[src/rtl/div_unit_if.sv]
// rtl/div_unit_if.sv - request/response bundle between issue logic and the divider
interface div_unit_if;
  logic        Start;
  logic [1:0]  Op;
  logic [31:0] A;
  logic [31:0] B;
  logic        Busy;
  logic        Done;
  logic [31:0] Result;

  modport master (output Start, Op, A, B, input Busy, Done, Result);
  modport slave  (input Start, Op, A, B, output Busy, Done, Result);
endinterface

[src/rtl/div_unit.sv]
// rtl/div_unit.sv - iterative RV32M divider (DIV/DIVU/REM/REMU), one quotient bit per cycle
module div_unit (
  input  logic      Clk,
  input  logic      Reset_n,
  div_unit_if.slave bus
);

  typedef enum logic [1:0] {IDLE, CALC, FIN} state_t;

  state_t      state_q;
  logic [1:0]  op_q;
  logic        a_neg_q;
  logic        q_neg_q;
  logic        special_q;
  logic [31:0] rem_q;
  logic [31:0] quo_q;
  logic [31:0] dvs_q;
  logic [4:0]  count_q;
  logic        busy_q;
  logic        done_q;
  logic [31:0] result_q;

  // Operand capture: magnitudes for signed ops, raw values for unsigned ones
  logic        signed_op;
  logic        a_neg_in;
  logic        b_neg_in;
  logic [31:0] a_mag_in;
  logic [31:0] b_mag_in;
  logic        special_in;

  // Start-side decode of the incoming request
  always_comb begin
    signed_op  = ~bus.Op[0];
    a_neg_in   = signed_op & bus.A[31];
    b_neg_in   = signed_op & bus.B[31];
    a_mag_in   = a_neg_in ? (32'd0 - bus.A) : bus.A;
    b_mag_in   = b_neg_in ? (32'd0 - bus.B) : bus.B;
    special_in = (bus.B == 32'd0) ||
                 (signed_op && (bus.A == 32'h8000_0000) && (bus.B == 32'hFFFF_FFFF));
  end

  // One restoring step: shift {rem, quo} left, subtract the divisor when it fits
  logic [32:0] rem_sh_d;
  logic        fits_d;
  logic [31:0] rem_d;
  logic [31:0] quo_d;

  // Restoring-division step; the remainder stays below the divisor so 32 bits hold it
  always_comb begin
    rem_sh_d = {rem_q, quo_q[31]};
    fits_d   = rem_sh_d >= {1'b0, dvs_q};
    rem_d    = fits_d ? (rem_sh_d[31:0] - dvs_q) : rem_sh_d[31:0];
    quo_d    = {quo_q[30:0], fits_d};
  end

  // Final result selection, including divide-by-zero and signed-overflow cases
  logic [31:0] fin_d;

  // Sign fix-up of quotient/remainder; in the special path quo_q still holds |A|
  always_comb begin
    fin_d = 32'd0;
    if (special_q) begin
      if (dvs_q == 32'd0) begin
        fin_d = op_q[1] ? (a_neg_q ? (32'd0 - quo_q) : quo_q) : 32'hFFFF_FFFF;
      end else begin
        fin_d = op_q[1] ? 32'd0 : 32'h8000_0000;
      end
    end else if (op_q[1]) begin
      fin_d = a_neg_q ? (32'd0 - rem_q) : rem_q;
    end else begin
      fin_d = q_neg_q ? (32'd0 - quo_q) : quo_q;
    end
  end

  // Control FSM and datapath registers; Busy/Done/Result are registered outputs
  always_ff @(posedge Clk or negedge Reset_n) begin
    if (!Reset_n) begin
      state_q   <= IDLE;
      op_q      <= 2'b00;
      a_neg_q   <= 1'b0;
      q_neg_q   <= 1'b0;
      special_q <= 1'b0;
      rem_q     <= 32'd0;
      quo_q     <= 32'd0;
      dvs_q     <= 32'd0;
      count_q   <= 5'd0;
      busy_q    <= 1'b0;
      done_q    <= 1'b0;
      result_q  <= 32'd0;
    end else begin
      done_q <= 1'b0;
      case (state_q)
        IDLE: begin
          if (bus.Start) begin
            op_q      <= bus.Op;
            a_neg_q   <= a_neg_in;
            q_neg_q   <= a_neg_in ^ b_neg_in;
            special_q <= special_in;
            rem_q     <= 32'd0;
            quo_q     <= a_mag_in;
            dvs_q     <= b_mag_in;
            count_q   <= 5'd0;
            busy_q    <= 1'b1;
            state_q   <= special_in ? FIN : CALC;
          end
        end
        CALC: begin
          rem_q   <= rem_d;
          quo_q   <= quo_d;
          count_q <= count_q + 5'd1;
          if (count_q == 5'd31) begin
            state_q <= FIN;
          end
        end
        FIN: begin
          result_q <= fin_d;
          done_q   <= 1'b1;
          busy_q   <= 1'b0;
          state_q  <= IDLE;
        end
        default: begin
          state_q <= IDLE;
          busy_q  <= 1'b0;
        end
      endcase
    end
  end

  assign bus.Busy   = busy_q;
  assign bus.Done   = done_q;
  assign bus.Result = result_q;

endmodule

[src/flat_wrapper.sv]
// flat-port wrapper written by rule: the top's interface ports become plain ports
module div_unit_flat 
  (Clk, Reset_n, bus_Start, bus_Op, bus_A, bus_B, bus_Busy, bus_Done, bus_Result);
  div_unit_if bus_i ();
  input  logic Clk;
  input  logic Reset_n;
  input wire logic [$bits(bus_i.Start)-1:0] bus_Start;
  input wire logic [$bits(bus_i.Op)-1:0] bus_Op;
  input wire logic [$bits(bus_i.A)-1:0] bus_A;
  input wire logic [$bits(bus_i.B)-1:0] bus_B;
  output wire logic [$bits(bus_i.Busy)-1:0] bus_Busy;
  output wire logic [$bits(bus_i.Done)-1:0] bus_Done;
  output wire logic [$bits(bus_i.Result)-1:0] bus_Result;
  assign bus_i.Start = bus_Start;
  assign bus_i.Op = bus_Op;
  assign bus_i.A = bus_A;
  assign bus_i.B = bus_B;
  assign bus_Busy = bus_i.Busy;
  assign bus_Done = bus_i.Done;
  assign bus_Result = bus_i.Result;
  div_unit u_core (.Clk(Clk), .Reset_n(Reset_n), .bus(bus_i));
endmodule
[config.mk]
export PLATFORM = sky130hd
export DESIGN_NAME = div_unit_flat
export DESIGN_NICKNAME = d
export VERILOG_FILES = /design/src/rtl/div_unit_if.sv /design/src/rtl/div_unit.sv /design/src/flat_wrapper.sv
export SDC_FILE = /design/constraint.sdc
export NUM_CORES = 1
export LEC_CHECK = 0
export CAP_MARGIN = 20
export CORE_ASPECT_RATIO = 0.8
export CORE_UTILIZATION = 59
export CTS_CLUSTER_DIAMETER = 150
export DETAILED_ROUTE_END_ITERATION = 8
export PLACE_DENSITY_LB_ADDON = 0.2
export SYNTH_ARGS = -nofsm -noshare
export SYNTH_HDL_FRONTEND = slang
export SYNTH_SLANG_ARGS = --single-unit
[constraint.sdc]
create_clock -name Clk -period 4.35 [get_ports Clk]
set_input_delay 1.0875 -clock Clk [delete_from_list [all_inputs] [get_ports Clk]]
set_output_delay 1.0875 -clock Clk [all_outputs]
set_load 0.02 [all_outputs]
# After elaboration in Yosys (flattened, before gate mapping)
# Cells that the tools add are included.
# totals
elab_cells	66
in_bits	69
output_inout_bits	34
reg_bits	142
# op_classes
reduce_logical	11
n_eq_ne	7
bitwise_logic	5
muxes	24
n_addsub	6
n_lt_le_gt_ge	1
# ops
cell	count
32-bit 2-to-1 mux	13
32-bit case mux with 2 select lines	2
1-bit by 32-bit subtractor with 32-bit output, first input constant	4
32-bit equality test, second input constant	2
32-bit zero test	2
33-bit by 32-bit greater-or-equal comparator with 1-bit output	1
32-bit subtractor	1
5-bit case mux with 2 select lines	1
2-bit AND reduction	4
2-bit 2-to-1 mux	3
5-bit by 1-bit adder with 5-bit output, second input constant	1
5-bit equality test, second input constant	1
5-bit 2-to-1 mux	1
2-bit case mux with 2 select lines	1
1-bit bitwise AND	2
2-bit by 1-bit equality test with 1-bit output, second input constant	1
2-bit equality test, second input constant	1
1-bit logical AND	2
2-bit zero test	1
1-bit 2-to-1 mux	2
2-bit by 1-bit != test with 1-bit output, second input constant	1
2-bit != test, second input constant	1
1-bit inverter	2
1-bit case mux with 2 select lines	1
3 further kinds	3

# Longest topological paths before layout
# Gate-level depths: netlist of the first run.
# depth
word_depth	7
ltp_mapped	13
mapped_depth_nobuf	13

# Least setup slack after synthesis of the first run
# Ideal clock, no wire load.
# synth_path
path_type	input port to flip-flop
startpoint	input port bus_B[4]
endpoint	register u_core.dvs_q[26]
setup_time_ns	0.135
n_path_buf	0
setup_slack_ns	0.825
required_ns	4.215
arrival_ns	3.390
cell_stages	8
path_cell_list	or3_1 > nor3b_1 > nand4_1 > or4_1 > or2_2 > o31ai_1 > xor2_1 > o21ai_0
# synth_between
elab_chain_len	2
# synth_rtl
element	line	rtl
from (decl)	flat_wrapper.sv:10	input wire logic [$bits(bus_i.B)-1:0] bus_B;
1-bit by 32-bit subtractor with 32-bit output	div_unit.sv:37	b_mag_in = b_neg_in ? (32'd0 - bus.B) : bus.B;
32-bit 2-to-1 mux	div_unit.sv:37	
to (signal assigned)	div_unit.sv:101	dvs_q <= b_mag_in;
to (decl)	div_unit.sv:17	logic [31:0] dvs_q;
# No other way between the ends.
# A chain may end at the register's enable or synchronous reset.

# Worst setup path in the final report of the first run
# layout_path
startpoint	register u_core.dvs_q[3]
endpoint	register u_core.rem_q[9]
# layout_between
elab_chain_len	3
elab_cells_between_ends	4
cone_classes	add/sub: 1; order compare: 1; mux: 2
# layout_rtl
element	line	rtl
32-bit subtractor / 33-bit by 32-bit greater-or-equal comparator with 1-bit output (equally long branches)	div_unit.sv:52, div_unit.sv:51	
32-bit 2-to-1 mux *	div_unit.sv:52	rem_d = fits_d ? (rem_sh_d[31:0] - dvs_q) : rem_sh_d[31:0];
32-bit case mux with 2 select lines *	div_unit.sv:92	case (state_q)
to (signal assigned)	div_unit.sv:108	rem_q <= rem_d;
to (decl)	div_unit.sv:15	logic [31:0] rem_q;
# Every way passes the cells marked *; elsewhere a longest branch is shown, timed or not.

==> results of run 1 <==
## worst paths after layout
| check | slack, ns | cells after the start | endpoint | from |
|---|---|---|---|---|
| setup / recovery | 0.62 | 12 | u_core.rem_q[9]$_DFFE_PN0P_ | u_core.dvs_q[3]$_DFFE_PN0P_ |
| hold reg to reg | 0.47 | 2 | u_core.bus.Result[18]$_DFFE_PN0P_ | u_core.bus.Result[18]$_DFFE_PN0P_ |
| hold / removal | 0.47 | 2 | u_core.bus.Result[18]$_DFFE_PN0P_ | u_core.bus.Result[18]$_DFFE_PN0P_ |
| setup reg to reg | 0.62 | 12 | u_core.rem_q[9]$_DFFE_PN0P_ | u_core.dvs_q[3]$_DFFE_PN0P_ |
| min in group asynchronous | 0.66 | 1 | u_core.rem_q[8]$_DFFE_PN0P_ | Reset_n |
| max in group asynchronous | 2.86 | 2 | u_core.bus.Result[1]$_DFFE_PN0P_ | Reset_n |
## through the flow
| stage | cells | area (um^2) | power [uW] |
|---|---|---|---|
| global route | 1787 | 13200 | 11700 |
| floorplan | 1477 | 11500 | 7550 |
| global placement | 1755 | 12600 | 9120 |
| finish | 1787 | 13200 | 10900 |
| CTS | 1786 | 13200 | 10700 |
| detailed placement | 1755 | 12600 | 9290 |
## flip-flops by register name (all words and copies together) (netlist names), 2 cells and up
name / cells
u_core.bus.Result: 32
u_core.dvs_q: 32
u_core.state_q: 2
u_core.count_q: 5
u_core.rem_q: 32
u_core.quo_q: 32
## worst max-delay path, stage by stage (launching register included)
cell	delay, ns
dfrtp_1	0.47
inv_1	0.09
ha_1	0.39
a21o_1	0.21
a21oi_1	0.18
a21oi_1	0.12
o21ai_0	0.24
o21ai_0	0.25
o311ai_0	0.65
nand2_1	0.27
buf_4	0.35
mux2i_1	0.22
o21ai_0	0.10
## per-layer routing
layer  GRT usage (%)  vias to the layer above  wire length [um]
met5               0                        -                 0
met4            10.9                        0               732
met3            6.97                       61              3470
met2            49.5                      568             14300
met1            54.4                     5367             15900
li1                -                     5390                 -
## cell families after synthesis
group,count (synthesis)
flip-flops,141
adder cells (fa/ha/maj),40
XOR/XNOR,168
multiplexers,26
AND/OR/NAND/NOR,461
buffers and inverters,167
AO/OA/AOI/OAI,474
## cell type report
cell class	count	area [um^2]	area share (%)
multi-input combinational	1169	7310	55.3
sequential	141	3530	26.7
timing repair buffer	130	1280	9.67
clock buffer	19	443	3.35
tap	258	323	2.44
inverter	58	218	1.65
clock inverter	12	115	0.871
## synth_stat cells (4+ instances only)
master and n:
buf_1 7, nor3_1 26, clkbuf_1 96, a2bb2oi_1 5
nor3b_1 4, or4_1 14, a31oi_1 19, o31ai_1 33
nand4_1 21, ha_1 39, nand3b_1 5, and2_1 4
xor2_1 92, a211oi_1 22, a21oi_1 105, xnor2_1 76
nor4_1 23, nand2b_1 9, mux2i_1 26, inv_1 57
dfrtp_1 141, nand3_1 17, a22oi_1 14, and3_1 13
a21o_1 19, o22ai_1 40, nor2b_1 8, nand2_1 209
o21ai_0 170, or3_1 19, o221ai_1 6, nor2_1 69
or2_2 9, o41ai_1 6
## report_power, final
group | switching [uW] | internal [uW]
Clock | 599 | 802
Sequential | 1100 | 1870
Combinational | 3770 | 2790
Total | 5470 | 5460
==> impl_metrics.py, run 1 <==
metrics = {
    "clock_network": {
        "cts_tree": "done",
        "hold_buffers": 0,
        "clk_pin_slew_worst_paths_ns": 0.06,
        "h-tree-depth": 4,
        "post_cts_buffers": 0,
        "root_buffer": "clkbuf_16",
        "cts_made_buffers": 17,
        "clock_sinks": 141,
        "clock_latency_ns": 0.43,
        "cts_resized": 0,
        "cts.path.max_buffers": 2,
    },
    "worst_setup_path": {
        "cp_max_fo": 29,
        "worstPathRequired_ns": 4.62,
        "cp.arrival_ns": 4.00,
        "cp-end-kind": "flop",
        "critPathKind": "flop to flop",
        "startpoint_type": "flop",
    },
    "synth": {
        "yosys.area.top_type_share_pct": 30.7,
        "synth_cells": 1477,
        "ys_seq_area_share_pct": 30.7,
        "synth.distinct_cells": 64,
        "ys_ff_latch": 141,
        "async_flop_share_pct": 100,
        "synth_compound_area_share_pct": 24.8,
        "avgSynthCellArea_um2": 7.77,
        "yosys.area_share.simple_pct": 19.3,
        "synth_flop_cell": "dfrtp_1",
        "muxShareOfSynthArea_pct": 2.27,
        "synth_edf_count": 0,
        "synth_nets": 1586,
        "synth_xor_area_share_pct": 12.8,
        "synth_area_leader_cell": "dfrtp_1",
        "yosys_warnings": 0,
        "synth_top_family_by_area": "compound AO/OA/AOI/OAI gates",
        "yosys-top-cells-area": "dfrtp_1 (31%), o21ai_0 (7.4%), xor2_1 (7.0%)",
        "synth_area_um2": 11500,
        "synth_fa_ha_area_share_pct": 4.43,
    },
    "timing": {
        "hold_ws_ns": 0.472,
        "hold_violations": 0,
        "fin_tns_setup_ns": 0,
        "final-max-slew-violation-count": 0,
        "period_needed_ns": 3.73,
        "fmax_ghz": 0.268,
        "slew-limit-headroom_pct": 36.1,
        "fin_crit_sh_pct": 85.8,
        "worstMarginPinSlew_ns": 0.958,
        "setup_viol": 0,
        "finClkSkew_ns": 0.0113,
        "setup_slack_ns": 0.616,
        "rsz0062_at_grt": "false",
    },
    "layout": {
        "area_delta_synth_final_pct": 15.2,
        "drive_above_1_share_pct": 5.17,
        "post-route-util_pct": 69.4,
        "nFillCells": 1649,
        "antenna_cells": 0,
        "final_common_cell": "nand2_1",
        "layout_common_cells": "nand2_1 (208), o21ai_0 (169), dfrtp_1 (140)",
        "final_nets": 1626,
    },
    "grt": {
        "antenna_found_initial": 0,
        "grt_pass1_wl_mm": 55.0,
        "track_usage_pct": 35.4,
        "grt_overflow": 0,
        "grt_max_degree": 80,
        "grt_pass1_vias": 10100,
    },
    "die": {
        "initial_core_util_pct": 60.3,
        "rows": 45,
        "die_x_um": 158,
        "floorplan.die_area_um2": 20000,
        "io_pins": 103,
        "die_y_um": 127,
        "core_region_area_um2": 19000,
    },
    "outcome": {
        "status": "finished, final reports clean",
    },
    "place": {
        "port_buffers": 102,
        "gp_congestion": 0.973,
        "preCtsSetupSlack_ns": 0.260,
        "dp_hpwl_mm": 25.5,
    },
    "route": {
        "wire_per_inst_um": 19.3,
        "ant_nets": 0,
        "drt-total-wl_mm": 34.4,
        "drcViolationCount": 0,
        "avgViaCountPerCell": 6.37,
        "drt_pass1_iterations": 8,
        "via_count": 11400,
        "dr.first_iter.drc_count": 1228,
    },
    "power": {
        "power.density_nw_per_um2": 828,
        "p_leak_uw": 0.00542,
        "ir_worst_vdd_mv": 0.395,
    },
    "flow_run": {
        "cap_violations": 0,
    },
    "min_path": {
        "hp-class": "flop to flop",
    },
}
No activity file was read; power rests on OpenSTA's default activity.
==> run 2, diff against run 1 <==
Settings changed: CTS_CLUSTER_DIAMETER 150 to 100.
==> results of run 2 <==
No change in the layout: final DEF, timing and power equal those of run 1.
==> variant 1, RTL diff (flow settings as in run 1) <==
Encoding of `state_t`: now one-hot (3 bits for 3 states).
--- a/src/rtl/div_unit.sv
+++ b/src/rtl/div_unit.sv
@@ -7,3 +7,3 @@
 
-  typedef enum logic [1:0] {IDLE, CALC, FIN} state_t;
+  typedef enum logic [2:0] {IDLE = 3'b001, CALC = 3'b010, FIN = 3'b100} state_t;
 
Behaviour: no difference found for any inputs over 10 cycles, from zero or initial values and one cycle with Reset_n low; not proved beyond that.
==> variant 1 against run 1 <==
  * Total power shrank 30%
  * Cell count shrank 3.0%
  * Wire length shrank 3.5%
  * Synthesized area shrank 2.5%
  * Setup slack gained 0.085 ns
  * Sequential cell count grew 1
  * Cell area shrank 2.0%
  * Core utilization grew 1.2 points
==> variant 1: results (changes against run 1) <==
stage,metric,value,unit,change
status,result of the run,completed,,
hold_path,worst hold path startpoint,u_core.bus.Result[16]$_DFFE_PN0P_,,
timing,slew at the pin with the worst max-slew slack,0.984,ns,+0.0261 ns
placement,Detail Placement HPWL,24200,µm,-5.4%
timing,worst setup skew after layout,0.0127,ns,+0.00147 ns
pwr,power dissipated by switching net loads,3.58,mW,-35%
worst_setup_path,Worst setup startpoint,bus_B[0],,
global_route,pin count of the biggest net entering global routing,104,,+30%
global_route,global-route wire length before repair,53500,µm,-2.7%
hold_path,Worst Hold End,u_core.bus.Result[16]$_DFFE_PN0P_,,
worst_setup_path,arrival time at the worst endpoint,3.96,ns,-0.04 ns
global_route,number of global-route vias before repair,10000,,-1.3%
worst_setup_path,path depth of the worst reg2reg path,9,,-3
finish,area taken by flip-flops and latches,3560,µm²,+0.74%
pwr,peak supply drop,0.388,mV,-1.9%
die,CORE AREA,18300,µm²,-3.7%
worst_setup_path,launch point of the worst reg-to-reg path,u_core.rem_q[13]$_DFFE_PN0P_,,
worst_setup_path,worst setup path endpoint,u_core.state_q[1]$_DFFE_PN0P_,,
pwr,leakage power,5.44,nW,+0.38%
finish,layout filler cell count,1536,,-6.9%
global_route,total global-route track usage,35.3,%,-0.19 points
synth,register area share after synthesis,31.8,%,+1.0 points
synth,gate count after technology mapping,1423,,-3.7%
worst_setup_path,reg-to-reg setup timing slack,0.91,ns,+0.29 ns
synth,post-synthesis xor/xnor area fraction,13.8,%,+0.95 points
placement,instance count after placement with tap cells included,1701,,-3.1%
placement,final estimated routing congestion in global placement,0.959,,-1.4%
worst_setup_path,Reg2Reg Capture Point,u_core.bus.Result[26]$_DFFE_PN0P_,,
detailed_routing,vias per std cell,6.41,,+0.63%
detailed_routing,routed wire length per instance,19.2,µm,-0.52%
finish,summed area of non-filler cells in the final layout,13000,µm²,-2.0%
synth,ranking of synthesized cells by instance count,"184 x sky130_fd_sc_hd__nand2_1, 181 x sky130_fd_sc_hd__o21ai_0, 141 x sky130_fd_sc_hd__dfrtp_1, 107 x sky130_fd_sc_hd__xor2_1, 104 x sky130_fd_sc_hd__a21oi_1",,
synth,syn_nets,1532,,-3.4%
placement,pre-CTS setup slack,0.317,ns,+0.0561 ns
synth,Area contributors post-synth,"sky130_fd_sc_hd__dfrtp_1 32%, sky130_fd_sc_hd__xor2_1 8.4%, sky130_fd_sc_hd__o21ai_0 8.1%",,
timing,Hold Worst Slack,0.470,ns,-0.00191 ns
## variant 1: worst max-delay path, cell delays in order
cell and delay [ns]:
sky130_fd_sc_hd__clkdlybuf4s50_1 0.48, sky130_fd_sc_hd__inv_1 0.11, sky130_fd_sc_hd__ha_1 0.17, sky130_fd_sc_hd__nor3b_1 0.43, sky130_fd_sc_hd__nand3_1 0.20, sky130_fd_sc_hd__nor3_1 0.36, sky130_fd_sc_hd__and2_1 0.26, sky130_fd_sc_hd__nand3_1 0.14
sky130_fd_sc_hd__nor3b_1 0.31, sky130_fd_sc_hd__a31oi_1 0.09, sky130_fd_sc_hd__and2_1 0.19, sky130_fd_sc_hd__o21bai_1 0.14
## variant 1: cell families after synthesis
group,count (synthesis)
muxes,4
and+or+nand+nor,438
buffers and inverters,149
adders and majority gates,40
xor gates and xnor gates,176
AOI/OAI and AO/OA,474
DFF,142
## variant 1: layout make-up
class,count,area share (%)
Clock buffer,19,3.50
Clock inverter,13,1.15
Inverter,57,1.65
Multi-Input combinational cell,1132,54.6
Sequential cell,142,27.5
Tap cell,253,2.44
Timing Repair Buffer,118,9.17
## variant 1: layer usage
metal | up-vias | GRT usage, % | wire, µm
met4 | 0 | 10.7 | 745
met1 | 5264 | 54.1 | 15100
met2 | 572 | 49.0 | 13900
li1 | 5210 | - | -
met5 | - | 0 | 0
met3 | 72 | 7.63 | 3530
## variant 1: power groups by stage
stage / sequential (mW) / combinational, mW / clock [mW]
3_3_place_gp: 2.36 / 3.50 / 0
4_1_cts: 2.36 / 3.63 / 1.51
6_report: 2.37 / 3.75 / 1.52
2_1_floorplan: 1.95 / 2.98 / 0
5_1_grt: 2.42 / 4.16 / 1.57
3_5_place_dp: 2.38 / 3.59 / 0
==> variant 2, RTL diff (flow settings as in run 1) <==
Without the edit above. Reset style: synchronous (`Reset_n`), changed in one clocked block.
--- a/src/rtl/div_unit.sv
+++ b/src/rtl/div_unit.sv
@@ -75,3 +75,3 @@
   // Control FSM and datapath registers; Busy/Done/Result are registered outputs
-  always_ff @(posedge Clk or negedge Reset_n) begin
+  always_ff @(posedge Clk) begin
     if (!Reset_n) begin
Check against the original RTL: differs if Reset_n is asserted again (counterexample within 4 cycles, from zero or initial values and one cycle with Reset_n low); with Reset_n held inactive, the same outputs for 10 cycles.
==> variant 2 against run 1 <==
  * Non-clock buffer count shrank 9
  * Core utilization grew 0.71 points
  * Wire length decreased by 3.8%
  * Sequential cell count is the same
  * Synthesized area down 2.3%
  * Cell count rose by 1.5%
  * Critical path depth shrank 1
  * Cell area decreased by 2.4%
  * Die area is 2.2% lower
  * Setup slack worse by 0.081 ns
Power is not compared: it rests on default switching activity, and its combinational part moved more than twofold at a synthesized area within 25%.
==> variant 2: results (changes against run 1) <==
stage,metric,value,unit,change
status,result of the run,completed,,
placement,standard cell area after detailed placement,12300,µm²,-2.7%
worst_setup_path,master of the slowest instance on the critical path,sky130_fd_sc_hd__a211o_1,,
synth,"FFs w/ async S/R, synth",0,%,-100 points
global_route,antenna violations before repair,0,,unchanged
placement,pre-CTS setup slack,0.252,ns,-0.00846 ns
pwr,total power draw,4.63,mW,
detailed_routing,via total after detailed routing,11400,,-0.079%
worst_setup_path,largest fanout on the critical path,24,,-17%
synth,syn_nets,1614,,+1.8%
synth,dominant synthesized flop cell,sky130_fd_sc_hd__dfxtp_1,,
detailed_routing,vias per std cell,6.27,,-1.6%
timing,worst setup skew after layout,0.00899,ns,-0.00227 ns
finish,fraction of final layout cells with drive strength greater than 1,4.68,%,-0.49 points
detailed_routing,number of DRC markers in iteration 0,1147,,-6.6%
worst_setup_path,Slowest Stage Delay on Critical Path,0.54,ns,-0.11 ns
global_route,pin count of the biggest net entering global routing,77,,-3.8%
placement,final estimated routing congestion in global placement,0.948,,-2.6%
synth,register area share after synthesis,25.2,%,-5.6 points
global_route,number of global-route vias before repair,10200,,+0.27%
timing,slew at the pin with the worst max-slew slack,1.18,ns,+0.222 ns
finish,layout filler cell count,1596,,-3.2%
global_route,global-route wire length before repair,53200,µm,-3.2%
finish,number of nets in the layout,1657,,+1.9%
synth,gate count after technology mapping,1505,,+1.9%
synth,Yosys cell types,70,,+9.4%
detailed_routing,routed wire length per instance,18.3,µm,-5.3%
synth,Area contributors post-synth,"sky130_fd_sc_hd__dfxtp_1 25%, sky130_fd_sc_hd__xnor2_1 9.0%, sky130_fd_sc_hd__o21ai_0 5.5%",,
synth,ranking of synthesized cells by instance count,"158 x sky130_fd_sc_hd__nand2_1, 141 x sky130_fd_sc_hd__dfxtp_1, 123 x sky130_fd_sc_hd__o21ai_0, 119 x sky130_fd_sc_hd__a21oi_1, 115 x sky130_fd_sc_hd__xnor2_1",,
worst_setup_path,arrival time at the worst endpoint,4.17,ns,+0.17 ns
detailed_routing,number of optimization iterations in the first detailed-route pass,5,,-3
global_route,total global-route track usage,34.3,%,-1.2 points
placement,Detail Placement HPWL,24200,µm,-5.3%
placement,instance count after placement with tap cells included,1782,,+1.5%
[variant 2: changes by cell type after synthesis, sizes merged, moves of 35 or more]
cell | run 1 | this run
dfrtp | 141 | 0
dfxtp | 0 | 141
nand2 | 209 | 159
o21ai | 172 | 124
a221oi | 0 | 39
o22ai | 40 | 1
xnor2 | 76 | 115
nor2b | 8 | 43
[variant 2: layer usage]
metal / GRT usage (%) / part of all wire (%)
met4: 10.7 / 2.3
met5: 0 / 0
met3: 5.72 / 7.8
met2: 50.9 / 43
met1: 50.2 / 47
[variant 2: final cells by class]
type | count | area (µm²) | share of cell area [%]
Multi-Input combinational cell | 1182 | 7670 | 59.5
Sequential cell | 141 | 2830 | 21.9
Timing Repair Buffer | 121 | 1160 | 8.98
Clock buffer | 20 | 447 | 3.46
Inverter | 85 | 319 | 2.47
Tap cell | 253 | 317 | 2.45
Clock inverter | 12 | 161 | 1.25
[variant 2: path summary, 6_finish.rpt]
kind                                 start                             to  slack, ns  depth (start not counted)
max           u_core.rem_q[7]$_SDFFE_PN0P_  u_core.rem_q[29]$_SDFFE_PN0P_       0.53                         11
min          u_core.dvs_q[18]$_SDFFE_PN0P_  u_core.dvs_q[18]$_SDFFE_PN0P_       0.50                          2
min reg2reg  u_core.dvs_q[18]$_SDFFE_PN0P_  u_core.dvs_q[18]$_SDFFE_PN0P_       0.50                          2
max reg2reg   u_core.rem_q[7]$_SDFFE_PN0P_  u_core.rem_q[29]$_SDFFE_PN0P_       0.53                         11
[variant 2: logic make-up after synthesis]
logic type,share of synthesized area [%]
AOI/OAI and AO/OA,26.2
xor gates and xnor gates,13.5
adders and majority gates,4.53
buffers and inverters,6.58
DFF,25.2
muxes,1.62
and+or+nand+nor,22.4
